## config.mk

```make
export PLATFORM = sky130hd
export DESIGN_NAME = sram_access_arbiter_flat
export DESIGN_NICKNAME = d
export VERILOG_FILES = /design/src/rtl/sram_arb_pkg.sv /design/src/rtl/sram_access_arbiter_if.sv /design/src/rtl/sram_wbuf.sv /design/src/rtl/sram_access_arbiter.sv /design/src/flat_wrapper.sv
export SDC_FILE = /design/constraint.sdc
export NUM_CORES = 1
export LEC_CHECK = 0
export CAP_MARGIN = 20
export CORE_MARGIN = 3
export CORE_UTILIZATION = 57
export CTS_CLUSTER_SIZE = 28
export DETAILED_ROUTE_END_ITERATION = 16
export GPL_ROUTABILITY_DRIVEN = 0
export PLACE_DENSITY = 0.85
export SLEW_MARGIN = 30
export SYNTH_ARGS = -nofsm -noshare
export SYNTH_HDL_FRONTEND = slang
export SYNTH_SLANG_ARGS = --single-unit
```

## constraint.sdc

```tcl
create_clock -name clk -period 4.8 [get_ports clk]
set_input_delay 0.96 -clock clk [delete_from_list [all_inputs] [get_ports clk]]
set_output_delay 0.96 -clock clk [all_outputs]
set_load 0.02 [all_outputs]
```

## src/rtl/sram_arb_pkg.sv

```systemverilog
// Shared types, state/grant encodings and the arbitration decision for the frame-SRAM arbiter.
// Latency: none (declarations and a pure function only).
// Backpressure: none.
package sram_arb_pkg;

    localparam int ADDR_W_DEF = 19;    // SRAM word address width
    localparam int DATA_W_DEF = 12;    // RGB 4:4:4 pixel word

    // Arbiter FSM encoding, kept as plain constants so existing dumps decode the same way.
    typedef logic [1:0] arb_state_t;
    localparam arb_state_t IDLE   = 2'd0;
    localparam arb_state_t RD_ACC = 2'd1;
    localparam arb_state_t WR_ACC = 2'd2;

    // Outcome of a decision point.
    typedef logic [1:0] grant_t;
    localparam grant_t GNT_NONE = 2'd0;
    localparam grant_t GNT_RD   = 2'd1;
    localparam grant_t GNT_WR   = 2'd2;

    // Reads win unless the buffer is full, the read streak has hit its cap,
    // or nobody is reading; an empty buffer can never produce a write.
    function automatic grant_t arb_decide(
        input logic wbuf_empty,
        input logic wbuf_full,
        input logic streak_max,
        input logic rd_req
    );
        grant_t g;
        if (!wbuf_empty && (wbuf_full || streak_max || !rd_req)) begin
            g = GNT_WR;
        end else if (rd_req) begin
            g = GNT_RD;
        end else begin
            g = GNT_NONE;
        end
        return g;
    endfunction

endpackage

```

## src/rtl/sram_access_arbiter_if.sv

```systemverilog
// Bundle of requester-side and sram_ctrl-side signals of the frame-SRAM arbiter.
// Latency: none (wiring only).
// Backpressure: wr_ready throttles the pixel packer, rd_gnt acknowledges a held rd_req.
// Modports: slave = arbiter view (requests in, grants/memory strobes out);
//           master = environment view (pixel packer, display fetch and sram_ctrl together).
interface sram_access_arbiter_if
    import sram_arb_pkg::*;
#(
    parameter int ADDR_W     = ADDR_W_DEF,
    parameter int DATA_W     = DATA_W_DEF,
    parameter int WBUF_DEPTH = 4
);
    localparam int LVL_W = $clog2(WBUF_DEPTH) + 1;

    // UART pixel-packer write path
    logic              wr_valid;
    logic [ADDR_W-1:0] wr_addr;
    logic [DATA_W-1:0] wr_data;
    logic              wr_ready;
    logic              wr_overflow;
    logic [LVL_W-1:0]  wbuf_level;

    // VGA pixel-fetch read path
    logic              rd_req;
    logic [ADDR_W-1:0] rd_addr;
    logic              rd_gnt;
    logic              rd_rvalid;
    logic [DATA_W-1:0] rd_rdata;

    // sram_ctrl side
    logic              mem_wr_req;
    logic              mem_rd_req;
    logic [ADDR_W-1:0] mem_addr;
    logic [DATA_W-1:0] mem_wdata;
    logic [DATA_W-1:0] mem_rdata;

    modport slave (
        input  wr_valid, wr_addr, wr_data, rd_req, rd_addr, mem_rdata,
        output wr_ready, wr_overflow, wbuf_level, rd_gnt, rd_rvalid, rd_rdata,
               mem_wr_req, mem_rd_req, mem_addr, mem_wdata
    );

    modport master (
        output wr_valid, wr_addr, wr_data, rd_req, rd_addr, mem_rdata,
        input  wr_ready, wr_overflow, wbuf_level, rd_gnt, rd_rvalid, rd_rdata,
               mem_wr_req, mem_rd_req, mem_addr, mem_wdata
    );

endinterface

```

## src/rtl/sram_wbuf.sv

```systemverilog
// Synchronous write-buffer FIFO holding {addr,data} entries in arrival order.
// Latency: pushed entry visible at the head the cycle after the push.
// Backpressure: caller must not push when full nor pop when empty; full/empty come from the registered level.
// Ports: clk, rst_n; push/push_dat in; pop in, pop_dat (head, combinational) out; level/full/empty out.
module sram_wbuf #(
    parameter int WIDTH = 31,
    parameter int DEPTH = 4,                      // power of two, >= 2
    localparam int PTR_W = $clog2(DEPTH),
    localparam int LVL_W = PTR_W + 1
) (
    input  logic             clk,
    input  logic             rst_n,
    input  logic             push,
    input  logic [WIDTH-1:0] push_dat,
    input  logic             pop,
    output logic [WIDTH-1:0] pop_dat,
    output logic [LVL_W-1:0] level,
    output logic             full,
    output logic             empty
);

    logic [WIDTH-1:0] mem [DEPTH];
    logic [PTR_W-1:0] wr_ptr;
    logic [PTR_W-1:0] rd_ptr;

    // Storage needs no reset; only the pointers and level define validity.
    always_ff @(posedge clk) begin
        if (push) begin
            mem[wr_ptr] <= push_dat;
        end
    end

    // Pointers wrap naturally because DEPTH is a power of two.
    always_ff @(posedge clk or negedge rst_n) begin
        if (!rst_n) begin
            wr_ptr <= '0;
            rd_ptr <= '0;
            level  <= '0;
        end else begin
            if (push) begin
                wr_ptr <= wr_ptr + 1'b1;
            end
            if (pop) begin
                rd_ptr <= rd_ptr + 1'b1;
            end
            case ({push, pop})
                2'b10:   level <= level + 1'b1;
                2'b01:   level <= level - 1'b1;
                default: level <= level;        // idle, or push and pop together
            endcase
        end
    end

    assign pop_dat = mem[rd_ptr];
    assign full    = (level == LVL_W'(DEPTH));
    assign empty   = (level == '0);

endmodule

```

## src/rtl/sram_access_arbiter.sv

```systemverilog
// Arbitrates the single-port frame SRAM between buffered UART pixel writes and VGA pixel reads.
// Latency: read data returns ACC_CYCLES+1 cycles after rd_gnt; a buffered write reaches sram_ctrl one cycle after its grant.
// Backpressure: reads wait for rd_gnt; writes are buffered and wr_ready drops when full (late writes dropped, wr_overflow sticky).
// Ports: clk, rst_n plain; everything else through bus (slave modport): wr_valid/wr_addr/wr_data/wr_ready/wr_overflow/wbuf_level,
//        rd_req/rd_addr/rd_gnt/rd_rvalid/rd_rdata, mem_wr_req/mem_rd_req/mem_addr/mem_wdata/mem_rdata.
module sram_access_arbiter
    import sram_arb_pkg::*;
#(
    parameter int ADDR_W        = ADDR_W_DEF,
    parameter int DATA_W        = DATA_W_DEF,
    parameter int ACC_CYCLES    = 2,
    parameter int WBUF_DEPTH    = 4,
    parameter int MAX_RD_STREAK = 3
) (
    input  logic                  clk,
    input  logic                  rst_n,
    sram_access_arbiter_if.slave  bus
);

    localparam int LVL_W = $clog2(WBUF_DEPTH) + 1;
    localparam int CNT_W = (ACC_CYCLES > 1) ? $clog2(ACC_CYCLES) : 1;
    localparam int STK_W = (MAX_RD_STREAK > 0) ? $clog2(MAX_RD_STREAK + 1) : 1;
    localparam int ENT_W = ADDR_W + DATA_W;

    localparam logic [CNT_W-1:0] ACC_LAST = CNT_W'(ACC_CYCLES - 1);
    localparam logic [STK_W-1:0] STK_MAX  = STK_W'(MAX_RD_STREAK);

    arb_state_t        state;
    logic [CNT_W-1:0]  acc_cnt;
    logic [STK_W-1:0]  rd_streak;

    logic              wbuf_push;
    logic              wbuf_pop;
    logic              wbuf_full;
    logic              wbuf_empty;
    logic [LVL_W-1:0]  wbuf_level;
    logic [ENT_W-1:0]  wbuf_head;
    logic [ADDR_W-1:0] head_addr;
    logic [DATA_W-1:0] head_data;

    logic              dec_pt;
    grant_t            grant;

    logic              wr_overflow_q;
    logic              rd_rvalid_q;
    logic [DATA_W-1:0] rd_rdata_q;
    logic              mem_wr_req_q;
    logic              mem_rd_req_q;
    logic [ADDR_W-1:0] mem_addr_q;
    logic [DATA_W-1:0] mem_wdata_q;

    // ------------------------------------------------------------------
    // Write buffer. wr_ready comes from the registered level, so a pop in
    // the same cycle does not free a slot for this cycle's push.
    // ------------------------------------------------------------------
    assign wbuf_push = bus.wr_valid & ~wbuf_full;

    sram_wbuf #(
        .WIDTH (ENT_W),
        .DEPTH (WBUF_DEPTH)
    ) u_wbuf (
        .clk      (clk),
        .rst_n    (rst_n),
        .push     (wbuf_push),
        .push_dat ({bus.wr_addr, bus.wr_data}),
        .pop      (wbuf_pop),
        .pop_dat  (wbuf_head),
        .level    (wbuf_level),
        .full     (wbuf_full),
        .empty    (wbuf_empty)
    );

    assign head_addr = wbuf_head[ENT_W-1:DATA_W];
    assign head_data = wbuf_head[DATA_W-1:0];

    // ------------------------------------------------------------------
    // Decision: taken in IDLE or in the last cycle of an access, so a new
    // access starts right after the previous one with no idle cycle.
    // ------------------------------------------------------------------
    assign dec_pt   = (state == IDLE) || (acc_cnt == ACC_LAST);
    assign grant    = dec_pt ? arb_decide(wbuf_empty, wbuf_full, (rd_streak == STK_MAX), bus.rd_req)
                             : GNT_NONE;
    assign wbuf_pop = (grant == GNT_WR);

    // ------------------------------------------------------------------
    // Access FSM and registered sram_ctrl strobes. The request, address
    // and write data are held for the full ACC_CYCLES of the access.
    // ------------------------------------------------------------------
    always_ff @(posedge clk or negedge rst_n) begin
        if (!rst_n) begin
            state        <= IDLE;
            acc_cnt      <= '0;
            mem_wr_req_q <= 1'b0;
            mem_rd_req_q <= 1'b0;
            mem_addr_q   <= '0;
            mem_wdata_q  <= '0;
        end else if (dec_pt) begin
            acc_cnt <= '0;
            case (grant)
                GNT_RD: begin
                    state        <= RD_ACC;
                    mem_rd_req_q <= 1'b1;
                    mem_wr_req_q <= 1'b0;
                    mem_addr_q   <= bus.rd_addr;
                end
                GNT_WR: begin
                    state        <= WR_ACC;
                    mem_wr_req_q <= 1'b1;
                    mem_rd_req_q <= 1'b0;
                    mem_addr_q   <= head_addr;
                    mem_wdata_q  <= head_data;
                end
                default: begin
                    state        <= IDLE;
                    mem_wr_req_q <= 1'b0;
                    mem_rd_req_q <= 1'b0;
                end
            endcase
        end else begin
            acc_cnt <= acc_cnt + 1'b1;
        end
    end

    // ------------------------------------------------------------------
    // Read return: sram_ctrl data is valid on the edge that ends the last
    // cycle of a read access; rd_rdata keeps its value between pulses.
    // ------------------------------------------------------------------
    always_ff @(posedge clk or negedge rst_n) begin
        if (!rst_n) begin
            rd_rvalid_q <= 1'b0;
            rd_rdata_q  <= '0;
        end else begin
            rd_rvalid_q <= (state == RD_ACC) && (acc_cnt == ACC_LAST);
            if ((state == RD_ACC) && (acc_cnt == ACC_LAST)) begin
                rd_rdata_q <= bus.mem_rdata;
            end
        end
    end

    // ------------------------------------------------------------------
    // Starvation guard: only reads granted while a write is waiting count
    // toward the streak; any write grant or an empty buffer resets it.
    // ------------------------------------------------------------------
    always_ff @(posedge clk or negedge rst_n) begin
        if (!rst_n) begin
            rd_streak <= '0;
        end else if (wbuf_empty || (grant == GNT_WR)) begin
            rd_streak <= '0;
        end else if ((grant == GNT_RD) && (rd_streak != STK_MAX)) begin
            rd_streak <= rd_streak + 1'b1;
        end
    end

    // Sticky overflow: a word offered while the buffer was full is lost.
    always_ff @(posedge clk or negedge rst_n) begin
        if (!rst_n) begin
            wr_overflow_q <= 1'b0;
        end else if (bus.wr_valid && wbuf_full) begin
            wr_overflow_q <= 1'b1;
        end
    end

    assign bus.wr_ready    = ~wbuf_full;
    assign bus.wr_overflow = wr_overflow_q;
    assign bus.wbuf_level  = wbuf_level;
    assign bus.rd_gnt      = (grant == GNT_RD);
    assign bus.rd_rvalid   = rd_rvalid_q;
    assign bus.rd_rdata    = rd_rdata_q;
    assign bus.mem_wr_req  = mem_wr_req_q;
    assign bus.mem_rd_req  = mem_rd_req_q;
    assign bus.mem_addr    = mem_addr_q;
    assign bus.mem_wdata   = mem_wdata_q;

endmodule
```

## src/flat_wrapper.sv

```systemverilog
// flat-port wrapper written by rule: the top's interface ports become plain ports
module sram_access_arbiter_flat import sram_arb_pkg::*;
#(
    parameter int ADDR_W        = ADDR_W_DEF,
    parameter int DATA_W        = DATA_W_DEF,
    parameter int ACC_CYCLES    = 2,
    parameter int WBUF_DEPTH    = 4,
    parameter int MAX_RD_STREAK = 3
)
  (clk, rst_n, bus_wr_valid, bus_wr_addr, bus_wr_data, bus_rd_req, bus_rd_addr, bus_mem_rdata, bus_wr_ready, bus_wr_overflow, bus_wbuf_level, bus_rd_gnt, bus_rd_rvalid, bus_rd_rdata, bus_mem_wr_req, bus_mem_rd_req, bus_mem_addr, bus_mem_wdata);
  sram_access_arbiter_if #(.ADDR_W(ADDR_W), .DATA_W(DATA_W), .WBUF_DEPTH(WBUF_DEPTH)) bus_i ();
  input  logic clk;
  input  logic rst_n;
  input wire logic [$bits(bus_i.wr_valid)-1:0] bus_wr_valid;
  input wire logic [$bits(bus_i.wr_addr)-1:0] bus_wr_addr;
  input wire logic [$bits(bus_i.wr_data)-1:0] bus_wr_data;
  input wire logic [$bits(bus_i.rd_req)-1:0] bus_rd_req;
  input wire logic [$bits(bus_i.rd_addr)-1:0] bus_rd_addr;
  input wire logic [$bits(bus_i.mem_rdata)-1:0] bus_mem_rdata;
  output wire logic [$bits(bus_i.wr_ready)-1:0] bus_wr_ready;
  output wire logic [$bits(bus_i.wr_overflow)-1:0] bus_wr_overflow;
  output wire logic [$bits(bus_i.wbuf_level)-1:0] bus_wbuf_level;
  output wire logic [$bits(bus_i.rd_gnt)-1:0] bus_rd_gnt;
  output wire logic [$bits(bus_i.rd_rvalid)-1:0] bus_rd_rvalid;
  output wire logic [$bits(bus_i.rd_rdata)-1:0] bus_rd_rdata;
  output wire logic [$bits(bus_i.mem_wr_req)-1:0] bus_mem_wr_req;
  output wire logic [$bits(bus_i.mem_rd_req)-1:0] bus_mem_rd_req;
  output wire logic [$bits(bus_i.mem_addr)-1:0] bus_mem_addr;
  output wire logic [$bits(bus_i.mem_wdata)-1:0] bus_mem_wdata;
  assign bus_i.wr_valid = bus_wr_valid;
  assign bus_i.wr_addr = bus_wr_addr;
  assign bus_i.wr_data = bus_wr_data;
  assign bus_i.rd_req = bus_rd_req;
  assign bus_i.rd_addr = bus_rd_addr;
  assign bus_i.mem_rdata = bus_mem_rdata;
  assign bus_wr_ready = bus_i.wr_ready;
  assign bus_wr_overflow = bus_i.wr_overflow;
  assign bus_wbuf_level = bus_i.wbuf_level;
  assign bus_rd_gnt = bus_i.rd_gnt;
  assign bus_rd_rvalid = bus_i.rd_rvalid;
  assign bus_rd_rdata = bus_i.rd_rdata;
  assign bus_mem_wr_req = bus_i.mem_wr_req;
  assign bus_mem_rd_req = bus_i.mem_rd_req;
  assign bus_mem_addr = bus_i.mem_addr;
  assign bus_mem_wdata = bus_i.mem_wdata;
  sram_access_arbiter #(.ADDR_W(ADDR_W), .DATA_W(DATA_W), .ACC_CYCLES(ACC_CYCLES), .WBUF_DEPTH(WBUF_DEPTH), .MAX_RD_STREAK(MAX_RD_STREAK)) u_core (.clk(clk), .rst_n(rst_n), .bus(bus_i));
endmodule
```

==> impl_metrics.ini <==
[status]
outcome = complete, no violations

[setup_path]
cp.arrival_ns = 2.65
critPathBufInv = 2
r2r_slack_ns = 1.97
path_max_fanout = 3
cp-end-kind = output port
crit_family = buffers and inverters
start_kind = primary input
r2r-start = u_core.u_wbuf.level[0]
startpoint = bus_rd_req
path_class = in2out
critPathMaxStageDelay_ns = 0.56
critPathSlowestCell = clkdlybuf4s50_1
crit_path_cell_trace = clkdlybuf4s50_1, nor3b_1, or3_1, ha_1, clkdlybuf4s50_1
crit_required_ns = 3.84
cpMostUsedCell = clkdlybuf4s50_1

[yosys]
yosysSeqAreaShare = 0.7198
yosys_warnings = 0
syn_area_per_cell_um2 = 20.84
synth_area_um2 = 7189
ys_ff_latch = 182
synth_cells = 345
ys_types = 32
synth_nets = 421

[placed_design]
placedCellCount = 618
place_area_um2 = 8474
port_buffers = 117
pre_cts_slack_ns = 1.193
dp_hpwl_um = 8105

[clock_network]
clock-sinks = 182
cts_tree = built
post_cts_buffers = 0
numCtsBuffers = 17
clk_latency_ns = 0.42
ctsHtreeMaxLevel = 4
cts_root_buf = clkbuf_16
clock_path_buffers = 2
clkTransAtPathRegs_ns = 0.06
ctsResizeCount = 0
cts_hold_buffers = 0

[power]
finalPower_mw = 6.176
clkPwrFrac = 0.221
pwr-share-seq = 0.403
swShare = 0.3047
pwr-share-comb = 0.376
p_switching_mw = 1.882
p_per_area_nw_per_um2 = 681.4
p_int_mw = 4.294
p_leak_nw = 3.322
peakVddDrop_v = 0.0003372

[layout]
drive_gt1_frac = 0.2739
area_growth_pct = 26.07
fin_util = 0.7453
insertedDiodeCount = 0
postLayoutCellArea_um2 = 9064
final_cell_count_no_fill = 650
nets = 545
fill_cells = 720

[detailed_routing]
drc = 0
vias = 3535
routed_via_density = 5.438
drt_pass1_iterations = 4
antenna_left = 0
routed_wl_um = 13130
wire_per_inst_um = 20.19
drt_iter0_drc = 157

[timing]
report.final.slew_viol_count = 0
finalHoldViolations = 0
hold_ws_ns = 0.4773
layout_setup_ws_ns = 1.191
tns_ns = 0
rsz0062_at_grt = false
finalCriticalPeriod_ns = 3.609
tightest_slew_ns = 0.8625
slew_headroom = 0.4250
finalSetupViolations = 0
fin_crit_sh = 0.7519
fmax_mhz = 277.1
skew_ns = 0.006948

[grt]
grt_pass1_wl_um = 21350
overflow = 0
grt_max_degree = 59
grt_pass1_vias = 3958
grt_usage = 0.2024
antenna_found_initial = 1

[hold_path]
hold_path.startpoint = u_core.bus.wr_overflow
hp-class = reg2reg

[die]
io_pins = 118
die_h_um = 118.3
fp-row-count = 40
initial_utilization = 0.5912
die-area_um2 = 14000
core_region_area_um2 = 12160
die_w_um = 118.3

[run]
max-cap-violations = 0
-- synthesized netlist by cell type --
cell      count  area share
buf_1         3      0.0016
buf_4         2      0.0021
mux2i_1       1      0.0014
buf_6         3      0.0047
mux4_2       27       0.085
edfxtp_1    124        0.52
and3_1        4      0.0035
a31o_2        1      0.0012
or3_1         1     0.00087
nor2_1        2      0.0010
ha_1          9       0.016
o21ba_1       1      0.0014
nand2_1       8      0.0042
nand3b_1      1      0.0010
dfrtp_1      58        0.20
o21ai_0       1     0.00070
nor3b_1       1      0.0010
xnor2_1       4      0.0049
fa_1          1      0.0028
buf_12        2      0.0056
or3b_2        1      0.0012
nor3_1        4      0.0028
and4b_1       1      0.0014
clkbuf_1      2      0.0010
mux2_2       49       0.077
buf_2         3      0.0021
nor2_4        1      0.0016
inv_1         4      0.0021
mux2_4       15       0.031
xor2_1        3      0.0037
nand2b_1      4      0.0035
mux4_1        4       0.015
-- cell families (layout without fill, tap and decap cells) --
family	after synthesis	after routing	synth area share
compound gates	3	3	0.003306
flops	182	182	0.7198
simple gates	28	28	0.02210
mux	96	96	0.2087
fa+ha+maj	10	10	0.01845
buf+inv	19	156	0.01914
xor+xnor	7	7	0.008528
-- worst paths after layout --
kind | to | cells past startpoint
worst min-delay path | u_core.bus.wr_overflow | 1
worst max register to register | u_core.bus.mem_wdata[11] | 7
min in group asynchronous | u_core.bus.mem_addr[8] | 2
worst max-delay path | bus_rd_gnt | 5
worst min register to register | u_core.bus.wr_overflow | 1
max in group asynchronous | u_core.u_wbuf.rd_ptr[0] | 2
-- state kept, by name (all words and copies together) (netlist names) --
signal,cells
u_core.u_wbuf.mem,124
u_core.bus.mem_addr,19
u_core.bus.mem_wdata,12
u_core.bus.rd_rdata,12
u_core.u_wbuf.level,3
u_core.rd_streak,2
u_core.u_wbuf.rd_ptr,2
u_core.u_wbuf.wr_ptr,2
u_core.acc_cnt,1
u_core.bus.mem_rd_req,1
u_core.bus.mem_wr_req,1
u_core.bus.rd_rvalid,1
u_core.bus.wr_overflow,1
u_core.state,1
-- power by group through the flow --
stage               sequential (mW)  combinational (mW)  clock (mW)
detailed placement             2.53                2.34           0
global route                   2.56                2.47        1.45
floorplan                      2.64                1.45           0
CTS                            2.51                2.36        1.39
finish                         2.49                2.32        1.36
global placement               2.49                2.27           0
-- cell usage in the layout, fill, tap and decap left out, types with 3 or more instances in the layout --
cell and count:
ha_1 9, clkbuf_8 4, mux4_2 27, inv_1 4, xnor2_1 4, edfxtp_1 124
dfrtp_1 57, and3_2 4, clkdlybuf4s50_1 116, buf_4 3, clkbuf_1 3, nor3_1 4
clkinv_2 3, mux2_4 15, clkinvlp_4 3, nand2_1 8, mux2_2 49, xor2_1 3
clkbuf_16 17, nand2b_1 4, mux4_1 4
-- layer usage --
layer  part of all wire  up-vias  track usage
li1                   -     1608            -
met1               0.39     1806       0.2406
met2               0.53       92       0.3480
met3              0.057       27      0.06172
met4              0.020        2      0.07766
met5            0.00061        -            0
-- final cells by class --
type | instances | area (um^2) | share of cell area
Inverter | 4 | 15.01 | 0.001657
Multi-Input combinational cell | 144 | 1882 | 0.2076
Clock inverter | 8 | 97.59 | 0.01077
Clock buffer | 24 | 491.7 | 0.05425
Sequential cell | 182 | 5179 | 0.5714
Tap cell | 168 | 210.2 | 0.02319
Timing Repair Buffer | 120 | 1189 | 0.1311
Power figures use the tool's default switching activity.
